--- src/rtl/spi_cmd_defs.sv ---
// Shared definitions for spi_cmd_dispatch: opcodes, FSM encoding,
// status/error response field offsets and the error marker byte.
package spi_cmd_defs;

    localparam logic [7:0] OP_NOP       = 8'h00;
    localparam logic [7:0] OP_INIT      = 8'h01;
    localparam logic [7:0] OP_WR_INV    = 8'h02;
    localparam logic [7:0] OP_RD_INV    = 8'h03;
    localparam logic [7:0] OP_WR_LEDS   = 8'h04;
    localparam logic [7:0] OP_RD_LEDS   = 8'h05;
    localparam logic [7:0] OP_WR_VEC    = 8'h06;
    localparam logic [7:0] OP_RD_VEC    = 8'h07;
    localparam logic [7:0] OP_RST_PTR   = 8'h08;
    localparam logic [7:0] OP_RD_STATUS = 8'h09;

    typedef enum logic [2:0] {
        ST_IDLE   = 3'd0,
        ST_DECODE = 3'd1,
        ST_RESP   = 3'd2,
        ST_BURST  = 3'd3
    } state_e;

    // Status word: {zeros, err_cnt[7:0], wr_ptr[7:0]}
    localparam int STAT_PTR_LSB = 0;
    localparam int STAT_ERR_LSB = 8;

    // Error word: {zeros, ERR_MARKER, offending opcode}
    localparam int ERR_CODE_LSB = 0;
    localparam int ERR_MARK_LSB = 8;
    localparam logic [7:0] ERR_MARKER = 8'hEE;

    function automatic logic [7:0] sat_inc8(input logic [7:0] v);
        return (v == 8'hFF) ? v : v + 8'd1;
    endfunction

endpackage

--- src/rtl/spi_vec_store.sv ---
// Vector entry store: DEPTH x DATA_W registers, wrapping write pointer with
// explicit clear, and a combinational read port.
module spi_vec_store
    import spi_cmd_defs::*;
#(
    parameter int DEPTH  = 4,
    parameter int DATA_W = 24,
    parameter int PTR_W  = 2
) (
    input  logic              clk,
    input  logic              reset_n,
    input  logic              clear,
    input  logic              wr_en,
    input  logic [DATA_W-1:0] wr_data,
    input  logic              ptr_rst,
    input  logic [PTR_W-1:0]  rd_idx,
    output logic [PTR_W-1:0]  wr_ptr,
    output logic [DATA_W-1:0] rd_data
);

    localparam logic [PTR_W-1:0] LAST_PTR = PTR_W'(DEPTH - 1);

    logic [DATA_W-1:0] mem_q [DEPTH];
    logic [DATA_W-1:0] mem_d [DEPTH];
    logic [PTR_W-1:0]  wr_ptr_q;
    logic [PTR_W-1:0]  wr_ptr_d;

    always_comb begin
        mem_d    = mem_q;
        wr_ptr_d = wr_ptr_q;
        if (clear) begin
            for (int i = 0; i < DEPTH; i++) begin
                mem_d[i] = '0;
            end
            wr_ptr_d = '0;
        end else begin
            if (wr_en) begin
                mem_d[wr_ptr_q] = wr_data;
                wr_ptr_d        = (wr_ptr_q == LAST_PTR) ? '0 : wr_ptr_q + PTR_W'(1);
            end
            if (ptr_rst) begin
                wr_ptr_d = '0;
            end
        end
    end

    always_ff @(posedge clk or negedge reset_n) begin
        if (!reset_n) begin
            for (int i = 0; i < DEPTH; i++) begin
                mem_q[i] <= '0;
            end
            wr_ptr_q <= '0;
        end else begin
            mem_q    <= mem_d;
            wr_ptr_q <= wr_ptr_d;
        end
    end

    assign wr_ptr  = wr_ptr_q;
    assign rd_data = mem_q[rd_idx];

endmodule

--- src/rtl/spi_cmd_dispatch.sv ---
// SPI command dispatcher: decodes opcode/payload words into register, LED and
// vector-store accesses. Define SPI_CMD_ERR_RESP_EN to answer unknown opcodes.
module spi_cmd_dispatch
    import spi_cmd_defs::*;
#(
    parameter int PAYLOAD_W = 24,
    parameter int VEC_DEPTH = 4,
    parameter int LED_W     = 3
) (
    input  logic                 clk,
    input  logic                 reset_n,
    input  logic                 spi_rd_data_available,
    input  logic [PAYLOAD_W+7:0] spi_rd_data,
    output logic                 spi_rd_ack,
    input  logic                 spi_wr_buffer_free,
    output logic                 spi_wr_en,
    output logic [PAYLOAD_W-1:0] spi_wr_data,
    output logic [LED_W-1:0]     led,
    output logic                 busy,
    output logic [2:0]           dbg_state
);

    localparam int WORD_W = PAYLOAD_W + 8;
    localparam int PTR_W  = $clog2(VEC_DEPTH);
    localparam logic [PTR_W-1:0] LAST_IDX = PTR_W'(VEC_DEPTH - 1);

    state_e                state_q, state_d;
    logic [7:0]            opcode_q, opcode_d;
    logic [PAYLOAD_W-1:0]  payload_q, payload_d;
    logic                  avail_seen_q, avail_seen_d;
    logic                  ack_q, ack_d;
    logic [PAYLOAD_W-1:0]  inv_q, inv_d;
    logic [LED_W-1:0]      led_q, led_d;
    logic [7:0]            err_cnt_q, err_cnt_d;
    logic [PTR_W-1:0]      rd_idx_q, rd_idx_d;
    logic [PAYLOAD_W-1:0]  resp_q, resp_d;

    logic                  accept;
    logic                  vec_wr_en;
    logic                  vec_clear;
    logic                  vec_ptr_rst;
    logic [PTR_W-1:0]      vec_wr_ptr;
    logic [PAYLOAD_W-1:0]  vec_rd_data;

    spi_vec_store #(
        .DEPTH  (VEC_DEPTH),
        .DATA_W (PAYLOAD_W),
        .PTR_W  (PTR_W)
    ) u_vec_store (
        .clk     (clk),
        .reset_n (reset_n),
        .clear   (vec_clear),
        .wr_en   (vec_wr_en),
        .wr_data (payload_q),
        .ptr_rst (vec_ptr_rst),
        .rd_idx  (rd_idx_q),
        .wr_ptr  (vec_wr_ptr),
        .rd_data (vec_rd_data)
    );

    // Handshake: a word is taken only in IDLE while spi_rd_data_available is
    // high and avail_seen is clear; spi_rd_ack pulses the following cycle and
    // avail_seen blocks re-taking the same word until available drops. On the
    // response side spi_wr_en is qualified by spi_wr_buffer_free in the same
    // cycle, so a strobe is never issued into a full buffer.
    always_comb begin
        accept       = (state_q == ST_IDLE) && spi_rd_data_available && !avail_seen_q;
        state_d      = state_q;
        opcode_d     = opcode_q;
        payload_d    = payload_q;
        avail_seen_d = spi_rd_data_available && (avail_seen_q || accept);
        ack_d        = accept;
        inv_d        = inv_q;
        led_d        = led_q;
        err_cnt_d    = err_cnt_q;
        rd_idx_d     = rd_idx_q;
        resp_d       = resp_q;
        vec_wr_en    = 1'b0;
        vec_clear    = 1'b0;
        vec_ptr_rst  = 1'b0;

        unique case (state_q)
            ST_IDLE: begin
                if (accept) begin
                    opcode_d  = spi_rd_data[7:0];
                    payload_d = spi_rd_data[WORD_W-1:8];
                    state_d   = ST_DECODE;
                end
            end
            ST_DECODE: begin
                state_d = ST_IDLE;
                resp_d  = '0;
                case (opcode_q)
                    OP_NOP: begin
                    end
                    OP_INIT: begin
                        inv_d     = '0;
                        led_d     = '0;
                        err_cnt_d = '0;
                        rd_idx_d  = '0;
                        vec_clear = 1'b1;
                    end
                    OP_WR_INV:  inv_d = ~payload_q;
                    OP_RD_INV: begin
                        resp_d  = inv_q;
                        state_d = ST_RESP;
                    end
                    OP_WR_LEDS: led_d = payload_q[LED_W-1:0];
                    OP_RD_LEDS: begin
                        resp_d[LED_W-1:0] = led_q;
                        state_d           = ST_RESP;
                    end
                    OP_WR_VEC:  vec_wr_en = 1'b1;
                    OP_RD_VEC: begin
                        rd_idx_d = '0;
                        state_d  = ST_BURST;
                    end
                    OP_RST_PTR: vec_ptr_rst = 1'b1;
                    OP_RD_STATUS: begin
                        resp_d[STAT_ERR_LSB +: 8] = err_cnt_q;
                        resp_d[STAT_PTR_LSB +: 8] = 8'(vec_wr_ptr);
                        state_d                   = ST_RESP;
                    end
                    default: begin
                        // Error word is always prepared; only the build option decides whether it is sent.
                        err_cnt_d                 = sat_inc8(err_cnt_q);
                        resp_d[ERR_MARK_LSB +: 8] = ERR_MARKER;
                        resp_d[ERR_CODE_LSB +: 8] = opcode_q;
`ifdef SPI_CMD_ERR_RESP_EN
                        state_d                   = ST_RESP;
`else
                        state_d                   = ST_IDLE;
`endif
                    end
                endcase
            end
            ST_RESP: begin
                if (spi_wr_buffer_free) begin
                    state_d = ST_IDLE;
                end
            end
            ST_BURST: begin
                if (spi_wr_buffer_free) begin
                    if (rd_idx_q == LAST_IDX) begin
                        rd_idx_d = '0;
                        state_d  = ST_IDLE;
                    end else begin
                        rd_idx_d = rd_idx_q + PTR_W'(1);
                    end
                end
            end
            default: state_d = ST_IDLE;
        endcase
    end

    always_ff @(posedge clk or negedge reset_n) begin
        if (!reset_n) begin
            state_q      <= ST_IDLE;
            opcode_q     <= '0;
            payload_q    <= '0;
            avail_seen_q <= 1'b0;
            ack_q        <= 1'b0;
            inv_q        <= '0;
            led_q        <= '0;
            err_cnt_q    <= '0;
            rd_idx_q     <= '0;
            resp_q       <= '0;
        end else begin
            state_q      <= state_d;
            opcode_q     <= opcode_d;
            payload_q    <= payload_d;
            avail_seen_q <= avail_seen_d;
            ack_q        <= ack_d;
            inv_q        <= inv_d;
            led_q        <= led_d;
            err_cnt_q    <= err_cnt_d;
            rd_idx_q     <= rd_idx_d;
            resp_q       <= resp_d;
        end
    end

    assign spi_rd_ack  = ack_q;
    assign spi_wr_en   = spi_wr_buffer_free && ((state_q == ST_RESP) || (state_q == ST_BURST));
    assign spi_wr_data = (state_q == ST_RESP)  ? resp_q :
                         (state_q == ST_BURST) ? vec_rd_data : '0;
    assign led         = led_q;
    assign busy        = (state_q != ST_IDLE);
    assign dbg_state   = state_q;

endmodule

--- config.mk ---
export PLATFORM = sky130hd
export DESIGN_NAME = spi_cmd_dispatch
export DESIGN_NICKNAME = d
export VERILOG_FILES = /design/src/rtl/spi_cmd_defs.sv /design/src/rtl/spi_vec_store.sv /design/src/rtl/spi_cmd_dispatch.sv
export SDC_FILE = /design/constraint.sdc
export NUM_CORES = 1
export LEC_CHECK = 0
export CORE_ASPECT_RATIO = 2
export CORE_MARGIN = 1
export CORE_UTILIZATION = 40
export CTS_CLUSTER_DIAMETER = 60
export DETAILED_ROUTE_END_ITERATION = 8
export GPL_ROUTABILITY_DRIVEN = 0
export HOLD_SLACK_MARGIN = 0.15
export REMOVE_ABC_BUFFERS = 1
export SYNTH_ARGS = -nofsm -noshare
export SYNTH_HDL_FRONTEND = slang
export SYNTH_HIERARCHICAL = 1
export SYNTH_SLANG_ARGS = --single-unit
--- constraint.sdc ---
create_clock -name clk -period 3.1 [get_ports clk]
set_input_delay 0.465 -clock clk [delete_from_list [all_inputs] [get_ports clk]]
set_output_delay 0.465 -clock clk [all_outputs]
set_load 0.01 [all_outputs]
==> summary.md, run 1 <==
| Metric | Value |
|---|---|
| Outcome | `finished clean` |
| Register area share after synthesis | `0.4845` |
| Worst hold path type | `flop to flop` |
| CP Cell Sequence | `buf_4 > mux4_1 > mux2i_1 > nor2b_1 > clkdlybuf4s50_1` |
| Fin util | `0.4742` |
| Worst R2R Setup Slack | `0.68 ns` |
| Met3 usage | `0.03528` |
| Detailed-route DRC error count | `0` |
| RR Startpoint | `opcode_q[5]` |
| CTS root buf | `clkbuf_16` |
| Post-route clock period utilization | `0.9309` |
| Crit path time final | `2.886 ns` |
| RSZ-0062 raised after global routing | `no` |
| Clock power frac | `0.337` |
| Area leader, netlist | `dfrtp_1` |
| Routed WL | `25.85 mm` |
| Critical path arrival | `2.42 ns` |
| Yosys cell types | `59` |
| LEAKAGE | `0.004936 uW` |
| CTS sink cnt | `195` |
| Synth area leaders | `dfrtp_1, a21bo_2, a21oi_1` |
| Share of layout cells above drive strength 1 | `0.2168` |
| Top_reg_cell synth | `dfrtp_1` |
| Cell depth of the worst flop-to-flop path | `5` |
| I/O Buffers | `67` |
| Hold Crit Start | `inv_q[16]` |
| Pre-CTS setup slack | `0.4493 ns` |
| Worst Setup Start Kind | `flop` |
| Diodes inserted | `0` |
| Largest net degree at the start of global routing | `123` |
| CTS tree | `built` |
| Fin Setup TNS | `0 ns` |
| R2r endpoint | `inv_q[10]` |
| Crit path kind | `flop to output port` |
| FMAX | `346.5 MHz` |
| Rows | `81` |
| Max_slew headroom | `0.4752` |
| Net switching power | `2181 uW` |
| GRT Util Overall | `0.2149` |
| Syn Std Cell Area | `10070 um^2` |
| Vias in the first global route | `7356` |
| Int Pwr | `4995 uW` |
| Post-layout instance count excluding filler cells | `1296` |
| Initial Util | `0.4090` |
| Clock-pin transition on the worst setup and hold timing paths | `0.07 ns` |
| Area Overhead vs Synth | `15.94%` |
| GRT overflow | `0` |
| Fin nets | `995` |
| Hold Fails Final Rpt | `0` |
| Power per cell area | `614.5 nW/um^2` |
| Synth top area share | `0.4845` |
| Max clock buf depth | `2` |
| Actual slew at the worst max-slew pin | `0.7872 ns` |
| Switching part of the total | `0.3039` |
| Max Cap Viol | `0` |
| VDD IR-drop max | `0.3621 mV` |
| Initial antenna violation count | `0` |
| Die width | `114.2 um` |
| Worst setup margin | `0.2143 ns` |
| Die footprint | `25860 um^2` |
| DR vias | `7272` |
| Largest delay share family, worst path | `multiplexers` |
| Worst Setup End Kind | `output port` |
| Flop pwr share | `0.462` |
| Inserted Clock Buffers | `17` |
| Die H | `226.4 um` |
| Hpwl dp | `16.00 mm` |
| Syn_area_per_cell | `10.95 um^2` |
| Largest stage delay, worst path | `0.56 ns` |
| Initial DRC Count | `454` |
| Worst Path Max Fanout | `6` |
| ANT nets after route | `0` |
| Final setup fails | `0` |
| Ys async rst share | `1.000` |
| Core ar. | `24630 um^2` |
| First-pass GRT wire length | `41.81 mm` |
| Skew final | `0.01065 ns` |
| Met2 global-route usage | `0.3717` |
| Required time of the critical path | `2.63 ns` |
| Global routing's busiest layer | `met2` |
| Fin. max-slew vios | `0` |
| Slowest-stage cell, CP | `mux4_1` |
| Hold Slack | `0.4764 ns` |
| Post-synthesis cell count | `920` |
| Buffers plus inverters on the worst setup path | `2` |
| Seq cells post-synth | `195` |
| Htree depth | `4` |
| Post-Place Cells | `1262` |
| Via/cell ratio | `5.611` |
| Worst hold endpoint | `inv_q[16]` |
| Drt first pass iters | `5` |
| Num ports | `69` |
| Logic pwr share | `0.201` |
| Post-synth EDFFs | `0` |
| Worst skew pair latency | `0.45 ns` |
| Grt met1 use | `0.2640` |
| Synthesis Warnings | `6` |
| WHS Path Cells | `2` |
| DR WL/cell | `19.94 um` |
registers in the layout, indices dropped and copies added (netlist names):
register and cells:
avail_seen_q 1, dbg_state 2, err_cnt_q 8, inv_q 24, led 3, opcode_q 8, payload_q 24, rd_idx_q 2
resp_q 24, spi_rd_ack 1, u_vec_store/mem_q 96, u_vec_store/wr_ptr 2
worst register-to-register path: cells and delay by family (launching register included):
family / cells / cell delay, ns
and+or+nand+nor: 3 / 1.32
buffers and inverters: 1 / 0.43
AOI/OAI and AO/OA: 1 / 0.16
DFF: 1 / 0.43
cells in the final DEF (no fill, tap or decap), types with 3 or more instances in the layout:
cell type and n:
dfrtp_1 193, a21oi_1 112, nand3_1 85, clkdlybuf4s50_1 66, nand2_1 62, a21bo_2 62, a21bo_1 34, buf_4 30
mux2_2 28, nand4_1 27, nor2b_1 26, mux2i_1 25, o21ai_0 22, nor2_1 20, mux4_2 20, clkbuf_16 17
o21ai_1 11, o21ai_2 10, inv_1 8, buf_12 7, a22oi_1 6, ha_1 5, clkbuf_8 5, and3_1 4
nor3_1 4, a31o_2 4, a22o_1 4, bufinv_16 4, mux4_1 4, a21oi_2 4, nand2b_1 3, and4_1 3
a41oi_1 3, clkinv_2 3
power by group through the flow:
stage / registers [uW] / clock network (uW) / logic (uW)
3_5_place_dp: 3390 / 0 / 1410
5_1_grt: 3370 / 2550 / 1590
2_1_floorplan: 3320 / 0 / 776
3_3_place_gp: 3390 / 0 / 1390
4_1_cts: 3320 / 2460 / 1470
6_report: 3310 / 2420 / 1440
logic make-up after synthesis:
group	count (synthesis)	synth area share
flip-flops	195	0.4845
buffers and inverters	100	0.05441
other	1	0.0003723
AO/OA/AOI/OAI	288	0.2083
adder cells (fa/ha/maj)	7	0.008695
XOR/XNOR	2	0.001739
AND/OR/NAND/NOR	248	0.1284
multiplexers	79	0.1135
per-layer routing:
metal	wire length (um)	part of all wire
met5	0	0
met3	728	0.028
met4	736	0.028
met1	10740	0.42
met2	13640	0.53
layout make-up:
cell class / instances / area [um^2]
Clock buffer: 22 / 484.2
Fill cell: 2310 / 12950
Inverter: 8 / 30.03
Multi-Input combinational cell: 625 / 4662
Timing Repair Buffer: 105 / 1050
Sequential cell: 195 / 4885
Tap cell: 332 / 415.4
Clock inverter: 9 / 151.4
synthesized netlist by cell type, types with 4 or more instances:
master / number
a22o_1: 4
o21ai_0: 22
mux4_1: 4
mux2i_1: 25
inv_1: 8
a21oi_1: 112
clkbuf_1: 36
mux4_2: 20
nand4_1: 27
mux2_2: 28
and3_1: 5
dfrtp_1: 195
o21ai_1: 11
a22oi_1: 6
a21bo_2: 62
a21oi_2: 4
buf_6: 10
buf_4: 5
a21bo_1: 34
ha_1: 7
a31o_2: 4
nand2_1: 62
buf_2: 37
nor3_1: 4
nor2b_1: 26
nand3_1: 85
nor2_1: 21
o21ai_2: 10
worst max path at each step:
stage | start | to | cells past startpoint
6_report | rd_idx_q[0] | spi_wr_data[16] | 5
5_1_grt | rd_idx_q[0] | spi_wr_data[21] | 5
4_1_cts | rd_idx_q[0] | spi_wr_data[14] | 5
3_5_place_dp | rd_idx_q[0] | spi_wr_data[14] | 5
3_3_place_gp | rd_idx_q[0] | spi_wr_data[14] | 5
2_1_floorplan | dbg_state[0] | u_vec_store/mem_q[33] | 5
what timing repair did:
item,CTS,global route
hold endpoints to repair,85,0
hold buffers,1,0
gates resized for setup,1,0
endpoints found under the setup margin,5,0
buffers inserted,2,0
through the flow:
step	power, uW	instance area [um^2]
2_1_floorplan	4098	9554
3_3_place_gp	4777	11010
3_5_place_dp	4802	11010
4_1_cts	7250	11680
5_1_grt	7514	11680
6_report	7176	11680
Note: power is estimated with default switching activity, not from simulation.
==> run 2, diff against run 1 <==
--- a/config.mk
+++ b/config.mk
@@ -18,2 +18,3 @@
 export SYNTH_HIERARCHICAL = 1
 export SYNTH_SLANG_ARGS = --single-unit
+export TNS_END_PERCENT = 5
==> constraint.sdc (replaced) <==
create_clock -name clk -period 3.1 [get_ports clk]
set_input_delay 0.93 -clock clk [delete_from_list [all_inputs] [get_ports clk]]
set_output_delay 0.93 -clock clk [all_outputs]
set_load 0.01 [all_outputs]
==> run 2 against run 1 <==
Flip-flop and latch count is the same. Clock power grew 6%. Worst setup slack lost 0.15 ns. Combinational power grew 19%. First-iteration DRC count shrank 24%. Clock skew shrank 0.0023 ns. Worst hold slack gained 0.0035 ns. Design area grew 1.7%. Largest cell class unchanged. Critical endpoint is now spi_wr_data[2]. Count of clock-buffer cells in the layout shrank 3. Sequential power is essentially flat.
==> summary.md, run 2 (same netlist as run 1, synthesis figures left out) <==
| Metric | Value |
|---|---|
| Outcome | `finished clean (unchanged)` |
| ANT nets after route | `0 (unchanged)` |
| Pre-CTS setup slack | `0.06575 ns (was 0.4493 ns)` |
| Area Overhead vs Synth | `17.95% (was 15.94%)` |
| Worst setup margin | `0.06434 ns (was 0.2143 ns)` |
| Actual slew at the worst max-slew pin | `0.7152 ns (was 0.7872 ns)` |
| Worst skew pair latency | `0.45 ns (about the same)` |
| FMAX | `329.4 MHz (was 346.5 MHz)` |
| Fin nets | `1002 (was 995)` |
| Post-Place Cells | `1267 (was 1262)` |
| Fin Setup TNS | `0 ns (unchanged)` |
| Most flops, register | `u_vec_store/mem_q (unchanged)` |
| Initial Util | `0.4090 (unchanged)` |
| Power per cell area | `637.2 nW/um^2 (was 614.5 nW/um^2)` |
| VDD IR-drop max | `0.4004 mV (was 0.3621 mV)` |
| Worst Setup End Kind | `output port (unchanged)` |
| Htree depth | `4 (unchanged)` |
| Area after DPL | `11100 um^2 (was 11010 um^2)` |
| Required time of the critical path | `2.17 ns (was 2.63 ns)` |
| Cts hold-fix bufs | `0 (was 1)` |
| GRT overflow | `0 (unchanged)` |
| Detailed-route DRC error count | `0 (unchanged)` |
| Crit path kind | `flop to output port (unchanged)` |
| Worst Setup Start Kind | `flop (unchanged)` |
| Max Cap Viol | `0 (unchanged)` |
| First-pass GRT wire length | `41.51 mm (was 41.81 mm)` |
| Num ports | `69 (unchanged)` |
| Fin. max-slew vios | `0 (unchanged)` |
| Post-route clock period utilization | `0.9792 (was 0.9309)` |
| Rows | `81 (unchanged)` |
| Routed WL | `25.80 mm (was 25.85 mm)` |
| Max_slew headroom | `0.5182 (was 0.4752)` |
| Initial DRC Count | `344 (was 454)` |
| Diodes inserted | `0 (unchanged)` |
| CP Cell Sequence | `buf_12 > buf_12 > mux4_2 > mux2i_4 > nor2b_1 > clkdlybuf4s15_1 (was buf_4 > mux4_1 > mux2i_1 > nor2b_1 > clkdlybuf4s50_1)` |
| Hold Fails Final Rpt | `0 (unchanged)` |
| Final setup fails | `0 (unchanged)` |
| Crit path time final | `3.036 ns (was 2.886 ns)` |
| Die footprint | `25860 um^2 (unchanged)` |
| Inserted Clock Buffers | `17 (unchanged)` |
| Die width | `114.2 um (unchanged)` |
| Hpwl dp | `15.82 mm (was 16.00 mm)` |
| Post-layout instance count excluding filler cells | `1302 (was 1296)` |
| CTS tree | `built (unchanged)` |
| Clock-pin transition on the worst setup and hold timing paths | `0.07 ns (about the same)` |
| LEAKAGE | `0.005062 uW (was 0.004936 uW)` |
| Critical path's most frequent cell | `buf_12` |
| Largest delay share family, worst path | `multiplexers (unchanged)` |
| Largest register FFs | `96 (unchanged)` |
| Slowest-stage cell, CP | `mux4_2 (was mux4_1)` |
| I/O Buffers | `67 (unchanged)` |
| DR WL/cell | `19.81 um (was 19.94 um)` |
| Most frequent cells in the layout | `dfrtp_1, a21oi_1, nand3_1 (unchanged)` |
| DR vias | `7346 (was 7272)` |
| Max clock buf depth | `2 (unchanged)` |
| RSZ-0062 raised after global routing | `yes (was no)` |
| Core ar. | `24630 um^2 (unchanged)` |
| Critical path arrival | `2.11 ns (was 2.42 ns)` |
| Share of layout cells above drive strength 1 | `0.2433 (was 0.2168)` |
| CTS sink cnt | `195 (unchanged)` |
| Worst Path Max Fanout | `5 (was 6)` |
| Drt first pass iters | `5 (unchanged)` |
| Vias in the first global route | `7359 (was 7356)` |
| Initial antenna violation count | `0 (unchanged)` |
| Largest stage delay, worst path | `0.53 ns (was 0.56 ns)` |
| CTS root buf | `clkbuf_16 (unchanged)` |
| Via/cell ratio | `5.642 (was 5.611)` |
| Commonest non-fill, non-tap cell in the layout | `dfrtp_1 (unchanged)` |
| Worst hold path type | `input pin to async pin (was flop to flop)` |
| Buffers plus inverters on the worst setup path | `3 (was 2)` |
| Final Cell Area | `11880 um^2 (was 11680 um^2)` |
| Skew final | `0.008352 ns (was 0.01065 ns)` |
| Largest net degree at the start of global routing | `99 (was 123)` |
| GRT Util Overall | `0.2128 (was 0.2149)` |
| Die H | `226.4 um (unchanged)` |
## run 2: cell types whose count changed in the layout (fill, tap and decap cells not counted), moves of 4 or more
cell	change
clkbuf_2	+7
clkdlybuf4s50_1	-24
buf_12	+7
buf_2	+5
clkdlybuf4s15_1	+12
mux2i_4	+4
mux2i_1	-5
## run 2: stage by stage
| stage | total power [uW] | hold slack (ns) | utilization |
|---|---|---|---|
| after CTS | 7645 | 0.4816 | 0.4830 |
| after global placement | 4832 | 0.4606 | 0.4508 |
| after detailed placement | 4863 | 0.4606 | 0.4508 |
| after global routing | 7913 | 0.4985 | 0.4824 |
| after floorplan | 4098 | 0.4380 | - |
| final | 7570 | 0.4799 | 0.4824 |
## run 2: power by group
part	total (uW)	internal (uW)	switching, uW	leakage [uW]
registers	3300	2880	415	0.00258
logic	1710	875	840	0.00215
clock network	2560	1600	958	0.000329
total	7570	5360	2210	0.00506
## run 2: layout make-up
type	count	area, um^2
sequential	195	4882
clock buffer	19	442.9
timing repair buffer	112	1172
inverter	8	30.03
fill	2261	12750
clock inverter	11	232.7
multi-input combinational	625	4705
tap	332	415.4
## run 2: layer usage
| metal | track usage | part of all wire |
|---|---|---|
| met2 | 0.3724 | 0.53 |
| met5 | 0 | 0 |
| met3 | 0.03047 | 0.032 |
| met4 | 0.08546 | 0.021 |
| met1 | 0.2611 | 0.41 |
## run 2: what timing repair did
item,CTS,global route
endpoints found under the hold margin,0,0
endpoints found under the setup margin,24,19
pin swaps,0,0
gates cloned,2,0
gates resized for setup,64,17
setup buffers,2,1
## run 2: final timing paths
check                            startpoint                     to  slack [ns]  cells past startpoint
worst max-delay path            rd_idx_q[0]         spi_wr_data[2]        0.06                      6
worst min-delay path                reset_n            opcode_q[5]        0.48                      1
worst max register to register  opcode_q[5]  u_vec_store/mem_q[17]        0.45                      6
worst min register to register    inv_q[16]              inv_q[16]        0.48                      2
max in group asynchronous           reset_n  u_vec_store/mem_q[39]        1.84                      2
min in group clk                  inv_q[16]              inv_q[16]        0.48                      2
## run 2: worst reg2reg max path, cell delays in order (launching register included)
cell and delay [ns]:
dfrtp_1 0.44, or4_4 0.64, nor3_2 0.26, and3_4 0.54
buf_12 0.36, nand4_1 0.17, a21oi_1 0.16
==> run 3, diff against run 2 <==
Settings changed: CORE_UTILIZATION 40 to 30.
==> run 3 against run 2 <==
The run now ends with negative setup slack left. Clock power decreased by 6%. Wire length increased by 3.1%. Fmax decreased by 2.8%. Combinational power decreased by 4%. Via count about the same. Count of clock-buffer cells in the layout decreased by 1. Design area increased by 0.20%. Non-clock buffer count decreased by 4. Critical path depth increased by 2. Critical endpoint is now spi_wr_data[3]. Largest cell class unchanged.
==> summary.md, run 3 (same netlist as run 1, synthesis figures left out) <==
| Metric | Value |
|---|---|
| VDD IR-drop max | `0.4042 mV (was 0.4004 mV)` |
| Critical path arrival | `2.19 ns (was 2.11 ns)` |
| Most frequent cells in the layout | `dfrtp_1, a21oi_1, nand3_1 (unchanged)` |
| Die footprint | `34360 um^2 (was 25860 um^2)` |
| Net switching power | `2292 uW (was 2212 uW)` |
| CTS sink cnt | `195 (unchanged)` |
| Num ports | `69 (unchanged)` |
| Post-route clock period utilization | `1.008 (was 0.9792)` |
| Hold Fails Final Rpt | `0 (unchanged)` |
| Worst setup margin | `-0.02385 ns (was 0.06434 ns)` |
| Die width | `131.6 um (was 114.2 um)` |
| Flop pwr share | `0.451 (was 0.436)` |
| Die H | `261.1 um (was 226.4 um)` |
| Pre-CTS setup slack | `0.07184 ns (was 0.06575 ns)` |
| # fillers | `3310 (was 2261)` |
| I/O Buffers | `67 (unchanged)` |
| Cell depth of the worst flop-to-flop path | `6 (unchanged)` |
| Max_slew headroom | `0.5356 (was 0.5182)` |
| Outcome | `finished with violations (was finished clean)` |
| Commonest non-fill, non-tap cell in the layout | `dfrtp_1 (unchanged)` |
| Wl on met1 | `10.49 mm (was 10.65 mm)` |
| Worst Setup End Kind | `output port (unchanged)` |
| DR vias | `7343 (was 7346)` |
| Met2 WL | `14.40 mm (was 13.76 mm)` |
| Clock power frac | `0.325 (was 0.338)` |
| Routed WL | `26.59 mm (was 25.80 mm)` |
| First-pass GRT wire length | `42.95 mm (was 41.51 mm)` |
| Fin nets | `998 (was 1002)` |
| Final setup fails | `3 (was 0)` |
| GRT overflow | `0 (unchanged)` |
| DR WL/cell | `18.99 um (was 19.81 um)` |
| Share of layout cells above drive strength 1 | `0.2459 (was 0.2433)` |
| Diodes inserted | `0 (unchanged)` |
| CTS root buf | `clkbuf_16 (unchanged)` |
| LEAKAGE | `0.005134 uW (was 0.005062 uW)` |
| Initial DRC Count | `493 (was 344)` |
| Int Pwr | `5078 uW (was 5358 uW)` |
| Crit path time final | `3.124 ns (was 3.036 ns)` |
| Worst skew pair latency | `0.45 ns (about the same)` |
| Logic pwr share | `0.224 (was 0.226)` |
| Worst Path Max Fanout | `8 (was 5)` |
| Cts hold-fix bufs | `0 (unchanged)` |
| Hpwl dp | `16.67 mm (was 15.82 mm)` |
| Largest register FFs | `96 (unchanged)` |
| Via/cell ratio | `5.245 (was 5.642)` |
| Worst hold path type | `input pin to async pin (unchanged)` |
| GRT Util Overall | `0.1605 (was 0.2128)` |
| Required time of the critical path | `2.17 ns (about the same)` |
| Failing checks | `negative setup slack` |
| CTS tree | `built (unchanged)` |
| Core ar. | `32930 um^2 (was 24630 um^2)` |
| Vias in the first global route | `7586 (was 7359)` |
| RSZ-0062 raised after global routing | `yes (unchanged)` |
| Clock-pin transition on the worst setup and hold timing paths | `0.07 ns (about the same)` |
| Area Overhead vs Synth | `18.19% (was 17.95%)` |
| Largest net degree at the start of global routing | `99 (unchanged)` |
| Rows | `94 (was 81)` |
| Skew final | `0.01154 ns (was 0.008352 ns)` |
| Power per cell area | `619.1 nW/um^2 (was 637.2 nW/um^2)` |
| Detailed-route DRC error count | `0 (unchanged)` |
| Pwr Total | `7370 uW (was 7570 uW)` |
| Actual slew at the worst max-slew pin | `0.6894 ns (was 0.7152 ns)` |
| Top routing layer used | `met4 (unchanged)` |
| FMAX | `320.1 MHz (was 329.4 MHz)` |
| Worst R2R Setup Slack | `0.57 ns (was 0.45 ns)` |
| Htree depth | `4 (unchanged)` |
| Crit path kind | `flop to output port (unchanged)` |
| Drt first pass iters | `4 (was 5)` |
| Switching part of the total | `0.3110 (was 0.2922)` |
| Inserted Clock Buffers | `17 (unchanged)` |
| Max clock buf depth | `2 (unchanged)` |
| Worst Setup Start Kind | `flop (unchanged)` |
| ANT nets after route | `0 (unchanged)` |
| Initial antenna violation count | `0 (unchanged)` |
| Max Cap Viol | `0 (unchanged)` |
| Met3 WL | `875 um (was 835 um)` |
| Initial Util | `0.3059 (was 0.4090)` |
| Most flops, register | `u_vec_store/mem_q (unchanged)` |
| Fin. max-slew vios | `0 (unchanged)` |
==> run 3: worst paths after layout <==
kind / from / to
worst max register to register: opcode_q[5] / u_vec_store/mem_q[80]
worst max-delay path: rd_idx_q[0] / spi_wr_data[3]
worst min-delay path: reset_n / u_vec_store/mem_q[78]
max in group asynchronous: reset_n / u_vec_store/mem_q[56]
worst min register to register: resp_q[17] / resp_q[17]
min in group clk: resp_q[17] / resp_q[17]
==> run 3: worst max-delay path, cell delays in order (launching register included) <==
cell     delay, ns
dfrtp_2       0.43
buf_6         0.14
buf_12        0.14
buf_12        0.13
buf_12        0.12
mux4_2        0.40
mux2i_1       0.19
nor2b_1       0.07
buf_2         0.14
==> run 3: layout make-up <==
cell class	count	area (um^2)	share of cell area
Timing Repair Buffer	108	1131	0.09502
Multi-Input combinational cell	625	4690	0.3939
Clock buffer	18	429.2	0.03605
Sequential cell	195	4882	0.4101
Clock inverter	14	201.4	0.01692
Tap cell	432	540.5	0.04541
Inverter	8	30.03	0.002523
==> run 3: repair_timing <==
action | 4_1_cts | 5_1_grt
cloned | 1 | 0
endpoints found under the setup margin | 24 | 20
buffers inserted | 4 | 1
gates resized for setup | 60 | 24
==> run 3: per-layer routing <==
metal	global-route usage	vias up
met5	0	-
met3	0.02304	40
met2	0.2992	167
met1	0.1792	3731
li1	-	3405
met4	0.07364	0
==> run 3: power by group through the flow <==
stage | Sequential [uW] | Combinational (uW) | Clock, uW
6_report | 3330 | 1650 | 2400
5_1_grt | 3380 | 1780 | 2550
4_1_cts | 3340 | 1630 | 2450
3_5_place_dp | 3370 | 1450 | 0
3_3_place_gp | 3360 | 1440 | 0
2_1_floorplan | 3320 | 776 | 0
==> run 3: metrics by stage <==
step / instance area, um^2 / TNS, ns / instances / hold slack (ns) / util
after floorplan: 9554 / -329.20 / 828 / 0.4380 / -
after global placement: 11170 / 0 / 1362 / 0.4604 / 0.3393
after detailed placement: 11170 / 0 / 1362 / 0.4551 / 0.3393
after CTS: 11900 / -1.248 / 1399 / 0.4807 / 0.3615
after global routing: 11900 / -0.4545 / 1400 / 0.4993 / 0.3615
final: 11900 / -0.03546 / 1400 / 0.4770 / 0.3615
